### src/rtl/divider_seq_param.sv
// Multi-cycle radix-2 restoring divider, signed/unsigned per request, valid/ready on both sides.
// Optional `DIVIDER_EARLY_OUT_EN: skips CALC when |a| < |b| and trims iterations to the significant bits of |a|.
module divider_seq_param #(
    parameter int WIDTH = 32,
    localparam int CNT_W = $clog2(WIDTH + 1)
) (
    input  logic             clk,
    input  logic             rst,
    input  logic             in_valid,
    output logic             in_ready,
    input  logic             in_signed,
    input  logic [WIDTH-1:0] in_a,
    input  logic [WIDTH-1:0] in_b,
    output logic             out_valid,
    input  logic             out_ready,
    output logic [WIDTH-1:0] out_quo,
    output logic [WIDTH-1:0] out_rem,
    output logic             out_dbz,
    output logic             out_ovf,
    output logic             busy
);

    typedef enum logic [1:0] {IDLE, CALC, FIX, DONE} state_t;

    localparam logic [WIDTH-1:0] MIN_VAL  = {1'b1, {(WIDTH-1){1'b0}}};
    localparam logic [CNT_W-1:0] CNT_INIT = CNT_W'(WIDTH);

    function automatic logic [WIDTH-1:0] negate(input logic [WIDTH-1:0] x);
        logic signed [WIDTH-1:0] s;
        s = -$signed(x);
        return s;
    endfunction

    function automatic logic [WIDTH-1:0] magnitude(input logic [WIDTH-1:0] x, input logic neg);
        return neg ? negate(x) : x;
    endfunction

`ifdef DIVIDER_EARLY_OUT_EN
    function automatic logic [CNT_W-1:0] lzc(input logic [WIDTH-1:0] x);
        logic [CNT_W-1:0] n;
        logic             found;
        n     = '0;
        found = 1'b0;
        for (int i = WIDTH - 1; i >= 0; i--) begin
            if (!found) begin
                if (x[i]) found = 1'b1;
                else      n = n + CNT_W'(1);
            end
        end
        return n;
    endfunction
`endif

    state_t state, state_nxt;

    logic             sgn_q, sign_a_q, sign_b_q, dbz_q, ovf_q;
    logic [WIDTH-1:0] a_q, bmag_q, dvd_q, rem_q, quo_q;
    logic [CNT_W-1:0] cnt_q;

    logic             a_neg, b_neg, b_zero, ovf_case, skip_calc;
    logic [WIDTH-1:0] a_mag, b_mag;
    logic [WIDTH:0]   shifted;
    logic signed [WIDTH:0] diff;
    logic             trial_ok;
    logic [WIDTH-1:0] quo_fix, rem_fix;

    assign a_neg    = in_signed & in_a[WIDTH-1];
    assign b_neg    = in_signed & in_b[WIDTH-1];
    assign a_mag    = magnitude(in_a, a_neg);
    assign b_mag    = magnitude(in_b, b_neg);
    assign b_zero   = (in_b == '0);
    assign ovf_case = in_signed & (in_a == MIN_VAL) & (in_b == {WIDTH{1'b1}});

`ifdef DIVIDER_EARLY_OUT_EN
    logic             early;
    logic [CNT_W-1:0] lz;
    assign early     = !b_zero && (a_mag < b_mag);
    assign lz        = lzc(a_mag);
    assign skip_calc = b_zero | ovf_case | early;
`else
    assign skip_calc = b_zero | ovf_case;
`endif

    // One extra bit on the trial subtract so its sign is the borrow.
    assign shifted  = {rem_q, dvd_q[WIDTH-1]};
    assign diff     = $signed(shifted) - $signed({1'b0, bmag_q});
    assign trial_ok = ~diff[WIDTH];

    assign quo_fix = (sgn_q & (sign_a_q ^ sign_b_q)) ? negate(quo_q) : quo_q;
    assign rem_fix = (sgn_q & sign_a_q & (rem_q != '0)) ? negate(rem_q) : rem_q;

    assign in_ready  = (state == IDLE);
    assign out_valid = (state == DONE);
    assign busy      = (state != IDLE);

    always_ff @(posedge clk) begin
        if (!rst) state <= IDLE;
        else      state <= state_nxt;
    end

    always_comb begin
        state_nxt = state;
        case (state)
            IDLE: if (in_valid) state_nxt = skip_calc ? FIX : CALC;
            CALC: if (cnt_q == CNT_W'(1)) state_nxt = FIX;
            FIX:  state_nxt = DONE;
            DONE: if (out_ready) state_nxt = IDLE;
            default: state_nxt = IDLE;
        endcase
    end

    always_ff @(posedge clk) begin
        if (!rst) begin
            sgn_q    <= 1'b0;
            sign_a_q <= 1'b0;
            sign_b_q <= 1'b0;
            dbz_q    <= 1'b0;
            ovf_q    <= 1'b0;
            a_q      <= '0;
            bmag_q   <= '0;
            dvd_q    <= '0;
            rem_q    <= '0;
            quo_q    <= '0;
            cnt_q    <= '0;
            out_quo  <= '0;
            out_rem  <= '0;
            out_dbz  <= 1'b0;
            out_ovf  <= 1'b0;
        end else begin
            case (state)
                IDLE: if (in_valid) begin
                    a_q      <= in_a;
                    sgn_q    <= in_signed;
                    sign_a_q <= a_neg;
                    sign_b_q <= b_neg;
                    bmag_q   <= b_mag;
                    dbz_q    <= b_zero;
                    ovf_q    <= ovf_case;
                    quo_q    <= '0;
`ifdef DIVIDER_EARLY_OUT_EN
                    rem_q    <= early ? a_mag : '0;
                    dvd_q    <= a_mag << lz;
                    cnt_q    <= CNT_INIT - lz;
`else
                    rem_q    <= '0;
                    dvd_q    <= a_mag;
                    cnt_q    <= CNT_INIT;
`endif
                end
                CALC: begin
                    rem_q <= trial_ok ? diff[WIDTH-1:0] : shifted[WIDTH-1:0];
                    quo_q <= {quo_q[WIDTH-2:0], trial_ok};
                    dvd_q <= {dvd_q[WIDTH-2:0], 1'b0};
                    cnt_q <= cnt_q - CNT_W'(1);
                end
                // Special cases override the iterated result.
                FIX: begin
                    out_dbz <= dbz_q;
                    out_ovf <= ovf_q & ~dbz_q;
                    if (dbz_q) begin
                        out_quo <= {WIDTH{1'b1}};
                        out_rem <= a_q;
                    end else if (ovf_q) begin
                        out_quo <= MIN_VAL;
                        out_rem <= '0;
                    end else begin
                        out_quo <= quo_fix;
                        out_rem <= rem_fix;
                    end
                end
                default: ;
            endcase
        end
    end

endmodule

### config.mk
export PLATFORM = sky130hd
export DESIGN_NAME = divider_seq_param
export DESIGN_NICKNAME = d
export VERILOG_FILES = /design/src/rtl/divider_seq_param.sv
export SDC_FILE = /design/constraint.sdc
export NUM_CORES = 1
export LEC_CHECK = 0
export CORE_MARGIN = 5
export CORE_UTILIZATION = 50
export CTS_CLUSTER_DIAMETER = 60
export DETAILED_ROUTE_END_ITERATION = 12
export HOLD_SLACK_MARGIN = 0.08
export PLACE_DENSITY = 0.81
export SLEW_MARGIN = 40
export SYNTH_ARGS = -nofsm -noshare
export SYNTH_HDL_FRONTEND = slang
export SYNTH_SLANG_ARGS = --single-unit
### constraint.sdc
create_clock -name clk -period 6.5 [get_ports clk]
set_clock_uncertainty 0.05 [all_clocks]
set_input_delay 0.65 -clock clk [delete_from_list [all_inputs] [get_ports clk]]
set_output_delay 0.65 -clock clk [all_outputs]
set_load 0.02 [all_outputs]
==> qor.yml, run 1 <==
max-cap-violations: 0
startpoint_type: "flop"
core_um2: 27600
synth_cells: 1714
timing.fmax_mhz: 283
dp.cells: 2132
root_buffer: "clkbuf_16"
vias: 13000
synth.top_cell.area_share_pct: 34.4
p_per_area_nw_per_um2: 321
detail_route.first_pass.iterations: 10
synth_seq_cells: 239
synthToLayoutAreaGrowth_pct: 17.8
synth_edf_count: 0
finalWirelength_mm: 39.3
drv_slew: 0
stdcell_area_um2: 16400
power_frac_comb_pct: 35.6
row_count: 61
antenna_cells: 0
fp.dieH_um: 177
cp.depth: 11
cts.repair.resized: 0
die_area_um2: 31300
fin_setup_tns_ns: 0
hold_slack_ns: 0.418
p_leak_nw: 6.29
synth_common_cells: "dfxtp_1 (239), nand2_1 (219), o21ai_0 (138)"
ioPinCount: 138
crit_end: "rem_q[0]"
worstSetupPathType: "flop to flop"
grt_max_degree: 98
dp.final_hpwl_mm: 28.1
switching_share_pct: 37.0
hold_viol: 0
cts_tree: "yes"
dp_slack_ns: 2.66
crit_required_ns: 6.88
initialDrtViolationCount: 1353
via_per_inst: 5.99
clockBufferDepth: 3
post_cts_buffers: 0
intPower_mw: 3.32
critical-path-slowest-cell: "or4_1"
drt-wirelength-per-cell_um: 18.0
nets: 1896
register_area_um2: 4780
min_period_over_period_pct: 54.3
layout-drive-gt1-share_pct: 5.39
worstPathCellList: "ha_1 > a21oi_1 > nand2_1 > o21ai_0 > a21oi_1 > or4_1 > a21oi_1 > xnor2_2 > buf_4 > mux2i_1 > a22o_1"
postCtsHoldBufs: 0
hold_path.class: "flop to flop"
placed_area_um2: 15500
max_stage_delay_ns: 0.53
layout.cells.non_filler: 2179
finalSetupViolCount: 0
synth_top_flop_cell: "dfxtp_1"
cp_common_cell: "a21oi_1"
ys_warn_count: 0
layout_setup_ws_ns: 2.97
htree_num_levels: 1
avgSynthCellArea_um2: 8.12
multi_input_area_um2: 8400
synthTopCellsByArea: "dfxtp_1 (34%), nand2_1 (5.9%), o21ai_0 (5.0%)"
ys_async_sr_fraction_pct: 0
p_clk_share_pct: 29.2
rrSetupSlack_ns: 2.97
endpoint_kind: "flop"
startpoint: "rem_q[22]"
ys_seq_area_share_pct: 34.4
antenna_found_initial: 0
numCtsBuffers: 27
io_buffers: 137
drc: 0
yosysUniqueCellTypes: 77
worst-path-buf-inv: 1
syn_nets: 1827
grt_pass1_vias: 12300
die_w_um: 177
clkSinkCount: 239
critical_path_arrival_ns: 3.90
start_util_pct: 50.4
synth_area_um2: 13900
crit_path_max_fanout: 38
yosysTopAreaCell: "dfxtp_1"
worst_slew_pin_slew_ns: 0.808
ir_worst_vdd_mv: 0.219
gr-usage-all-layers_pct: 24.1
slew-limit-headroom_pct: 45.7
r2r-end: "rem_q[0]"
status: "completed"
final_antenna_net_count: 0
yosysMostFrequentCell: "dfxtp_1"
post-route-min-period_ns: 3.53
clkLatencyLatePin_ns: 0.56
routabilityCongestion: 0.904
grt_first_pass_wirelength_mm: 63.0
critical-path-top-delay-family: "compound AO/OA/AOI/OAI gates"
nFillCells: 2439
power_switching_mw: 1.95
grt_overflow: 0
rsz0062_at_grt: "no"
seqPwrFrac_pct: 35.2
path_clk_slew_ns: 0.06
rr_worst_depth: 11
regToRegStartpoint: "rem_q[22]"
## power groups by stage
stage	logic [mW]	registers [mW]	clock network [mW]
6_report	1.88	1.85	1.54
4_1_cts	1.86	1.85	1.54
5_1_grt	2.05	1.87	1.61
3_3_place_gp	1.78	1.87	0
3_5_place_dp	1.84	1.88	0
2_1_floorplan	1.21	1.92	0
## how the worst min path moves through the flow
| stage | slack [ns] | start | cells past startpoint | to |
|---|---|---|---|---|
| 2_1_floorplan | 0.39 | bmag_q[31] | 2 | bmag_q[31] |
| 3_3_place_gp | 0.40 | a_q[4] | 2 | a_q[4] |
| 3_5_place_dp | 0.41 | a_q[30] | 2 | a_q[30] |
| 4_1_cts | 0.42 | a_q[1] | 2 | a_q[1] |
| 5_1_grt | 0.44 | a_q[23] | 2 | a_q[23] |
| 6_report | 0.42 | a_q[1] | 2 | a_q[1] |
## area by class of cell
| type | count | area share (%) |
|---|---|---|
| clock buffer | 37 | 4.84 |
| clock inverter | 10 | 0.672 |
| inverter | 88 | 2.02 |
| multi-input combinational | 1277 | 51.3 |
| sequential | 239 | 29.2 |
| tap | 378 | 2.89 |
| timing repair buffer | 150 | 9.12 |
## sequential cells by signal (all words and copies together), names as in the netlist
name,flops
a_q,32
bmag_q,32
dvd_q,32
out_quo,32
out_rem,32
quo_q,32
rem_q,32
cnt_q,6
state,2
dbz_q,1
out_dbz,1
out_ovf,1
ovf_q,1
sgn_q,1
sign_a_q,1
sign_b_q,1
## tightest hold or removal path: stages, from the launching register on
cell and delay, ns:
dfxtp_1 0.31, nand2_1 0.05, a21boi_0 0.06
## metrics by stage
| step | utilization [%] | power, mW |
|---|---|---|
| floorplan | - | 3.13 |
| finish | 59.3 | 5.27 |
| CTS | 59.3 | 5.25 |
| detailed placement | 56.0 | 3.72 |
| global placement | 55.8 | 3.65 |
| global route | 59.3 | 5.53 |
## per-layer routing
| metal | track usage [%] | part of all wire (%) | vias up |
|---|---|---|---|
| met2 | 39.9 | 47 | 548 |
| li1 | - | - | 6218 |
| met4 | 8.58 | 3.6 | 0 |
| met5 | 0 | 0 | - |
| met3 | 3.46 | 7.0 | 81 |
| met1 | 32.2 | 43 | 6202 |
## cell usage in the layout, fill, tap and decap left out, drive strengths merged, types with 14 or more instances in the layout
master | netlist | layout
clkdlybuf4s50 | 0 | 136
clkbuf | 88 | 37
o41ai | 17 | 17
buf | 22 | 14
o211a | 55 | 55
o31ai | 21 | 21
o21ai | 163 | 163
nand2b | 15 | 15
mux2i | 29 | 29
nor2b | 72 | 72
nor3 | 26 | 26
a21oi | 82 | 82
xnor2 | 65 | 65
xor2 | 76 | 76
nand2 | 220 | 220
nand4 | 14 | 14
dfxtp | 239 | 239
nor2 | 78 | 78
a22oi | 40 | 40
inv | 88 | 90
a21boi | 42 | 42
nor4 | 15 | 15
a222oi | 30 | 30
and2 | 18 | 18
ha | 43 | 43
nand3 | 47 | 47
## kinds of logic (layout without fill, tap and decap cells)
logic type / count (synthesis) / in the layout / synth area share, %
AND/OR/NAND/NOR: 551 / 551 / 19.5
AO/OA/AOI/OAI: 512 / 512 / 25.4
flip-flops: 239 / 239 / 34.4
buffers and inverters: 198 / 285 / 5.67
XOR/XNOR: 141 / 141 / 8.87
adder cells (fa/ha/maj): 44 / 44 / 4.01
multiplexers: 29 / 29 / 2.09
Power figures use the tool's default switching activity.
==> run 2, diff against run 1 <==
Clock period 6.5 ns to 3.5 ns, I/O delays scaled along.
==> run 2 against run 1 <==
Cell area up 2.1%. First-iteration DRC count increased by 1.3%. Power increased by 94%. Largest cell class unchanged. Clock power up 110%. Clock-buffer cell count shrank 2. Sequential share of layout area is 0.58 points lower. Via count rose by 0.74%.
==> qor.yml, run 2 (synthesized netlist as in run 1, its figures left out) <==
final_antenna_net_count: 0  # unchanged
crit_required_ns: 3.87  # -3.01 ns
hold_viol: 0  # unchanged
drt-wirelength-per-cell_um: 18.3  # +1.7%
clockBufferDepth: 3  # unchanged
drc: 0  # unchanged
timing.fmax_mhz: 309  # +9.0%
root_buffer: "clkbuf_16"
status: "completed"
antenna_found_initial: 0  # unchanged
postCtsHoldBufs: 0  # unchanged
p_per_area_nw_per_um2: 610  # +90%
critical_path_arrival_ns: 3.61  # -0.29 ns
max-cap-violations: 0  # unchanged
p_leak_nw: 6.49  # +3.2%
p_clk_share_pct: 31.7  # +2.5 points
via_per_inst: 5.95  # -0.62%
drv_slew: 0  # unchanged
stdcell_area_um2: 16700  # +2.1%
htree_num_levels: 1  # unchanged
dp.final_hpwl_mm: 28.8  # +2.4%
die_w_um: 177  # unchanged
placed_area_um2: 15700  # +1.4%
gr-usage-all-layers_pct: 24.9  # +0.87 points
layout-drive-gt1-share_pct: 6.88  # +1.5 points
dp.cells: 2158  # +1.2%
rsz0062_at_grt: "no"
final_common_cell: "dfxtp_1"
clkSinkCount: 239  # unchanged
post_cts_buffers: 0  # unchanged
startpoint_type: "flop"
seqPwrFrac_pct: 33.8  # -1.4 points
crit_path_max_fanout: 13  # -66%
antenna_cells: 0  # unchanged
start_util_pct: 50.4  # unchanged
power_frac_comb_pct: 34.5  # -1.1 points
intPower_mw: 6.49  # +96%
initialDrtViolationCount: 1371  # +1.3%
numCtsBuffers: 28  # +3.7%
grt_max_degree: 129  # +32%
die_area_um2: 31300  # unchanged
fin_setup_tns_ns: 0  # unchanged
synthToLayoutAreaGrowth_pct: 20.2
worst_slew_pin_slew_ns: 0.732  # -0.0758 ns
nets: 1923  # +1.4%
layout.cells.non_filler: 2209  # +1.4%
finalSetupViolCount: 0  # unchanged
hold_path.class: "primary input to flop"
cts_tree: "yes"
vias: 13100  # +0.74%
row_count: 61  # unchanged
min_period_over_period_pct: 92.5  # +38 points
grt_overflow: 0  # unchanged
clkLatencyLatePin_ns: 0.57  # about the same
ir_worst_vdd_mv: 0.506  # +130%
grt_pass1_vias: 12300  # +0.20%
fp.dieH_um: 177  # unchanged
path_clk_slew_ns: 0.07  # about the same
grt_first_pass_wirelength_mm: 64.9  # +3.1%
power_switching_mw: 3.71  # +91%
routabilityCongestion: 0.929  # +2.8%
io_buffers: 137  # unchanged
post-route-min-period_ns: 3.24  # -0.292 ns
switching_share_pct: 36.4  # -0.60 points
cts.repair.resized: 0  # unchanged
worstSetupPathType: "flop to flop"
endpoint_kind: "flop"
layout_common_cells: "dfxtp_1 (238), nand2_1 (219), o21ai_0 (138)"
finalWirelength_mm: 40.5  # +3.1%
nFillCells: 2369  # -2.9%
slew-limit-headroom_pct: 51.1  # +5.4 points
detail_route.first_pass.iterations: 8  # -2
core_um2: 27600  # unchanged
ioPinCount: 138  # unchanged
-- run 2: changes by cell type in the layout (fill, tap and decap cells not counted), sizes merged --
cell / change
buf: +26
bufinv: +4
clkbuf: -2
clkinv: +1
inv: +1
-- run 2: final cells by class --
type                       instances  area (um2)  area share, %
inverter                          88         330           1.97
clock buffer                      35         787           4.70
multi-input combinational       1277        8390           50.2
timing repair buffer             176        1700           10.2
tap                              378         473           2.83
sequential                       239        4790           28.6
clock inverter                    16         258           1.54
-- run 2: path summary, 6_finish.rpt --
check / from / end / slack (ns) / cells after the start
worst max register to register: rem_q[2] / rem_q[8] / 0.26 / 11
worst max-delay path: rem_q[2] / rem_q[8] / 0.26 / 11
worst min-delay path: rst / out_rem[20] / 0.17 / 3
worst min register to register: a_q[1] / a_q[1] / 0.42 / 2
-- run 2: through the flow --
stage | power, mW | hold slack, ns | util (%) | setup slack [ns]
6_report | 10.2 | 0.172 | 60.5 | 0.264
5_1_grt | 10.7 | 0.176 | 60.5 | 0.0753
4_1_cts | 10.2 | 0.145 | 60.5 | 0.298
3_5_place_dp | 6.94 | 0.411 | 56.8 | 0.158
3_3_place_gp | 6.85 | 0.401 | 56.7 | 0.137
2_1_floorplan | 5.81 | 0.391 | - | 0.625
-- run 2: power by group through the flow --
stage | logic (mW) | clock network (mW) | registers, mW
after global routing | 3.84 | 3.38 | 3.48
after CTS | 3.49 | 3.26 | 3.44
after detailed placement | 3.44 | 0 | 3.49
after global placement | 3.37 | 0 | 3.47
final | 3.52 | 3.23 | 3.44
after floorplan | 2.25 | 0 | 3.56
-- run 2: worst max-delay path, stage by stage (launching register included) --
cell and delay (ns):
dfxtp_1 0.50, ha_1 0.35, o211ai_1 0.18, a21o_1 0.17, a31o_2 0.22, o22ai_1 0.11, or4_1 0.51, a21oi_1 0.23
xnor2_2 0.17, buf_4 0.30, mux2i_1 0.20, o21ai_0 0.10
-- run 2: layer usage --
metal	vias to the layer above	global-route usage, %	part of all wire, %
li1	6277	-	-
met1	6244	33.6	43
met2	548	42.0	48
met3	77	3.10	6.8
met4	0	7.54	2.9
met5	-	0	0
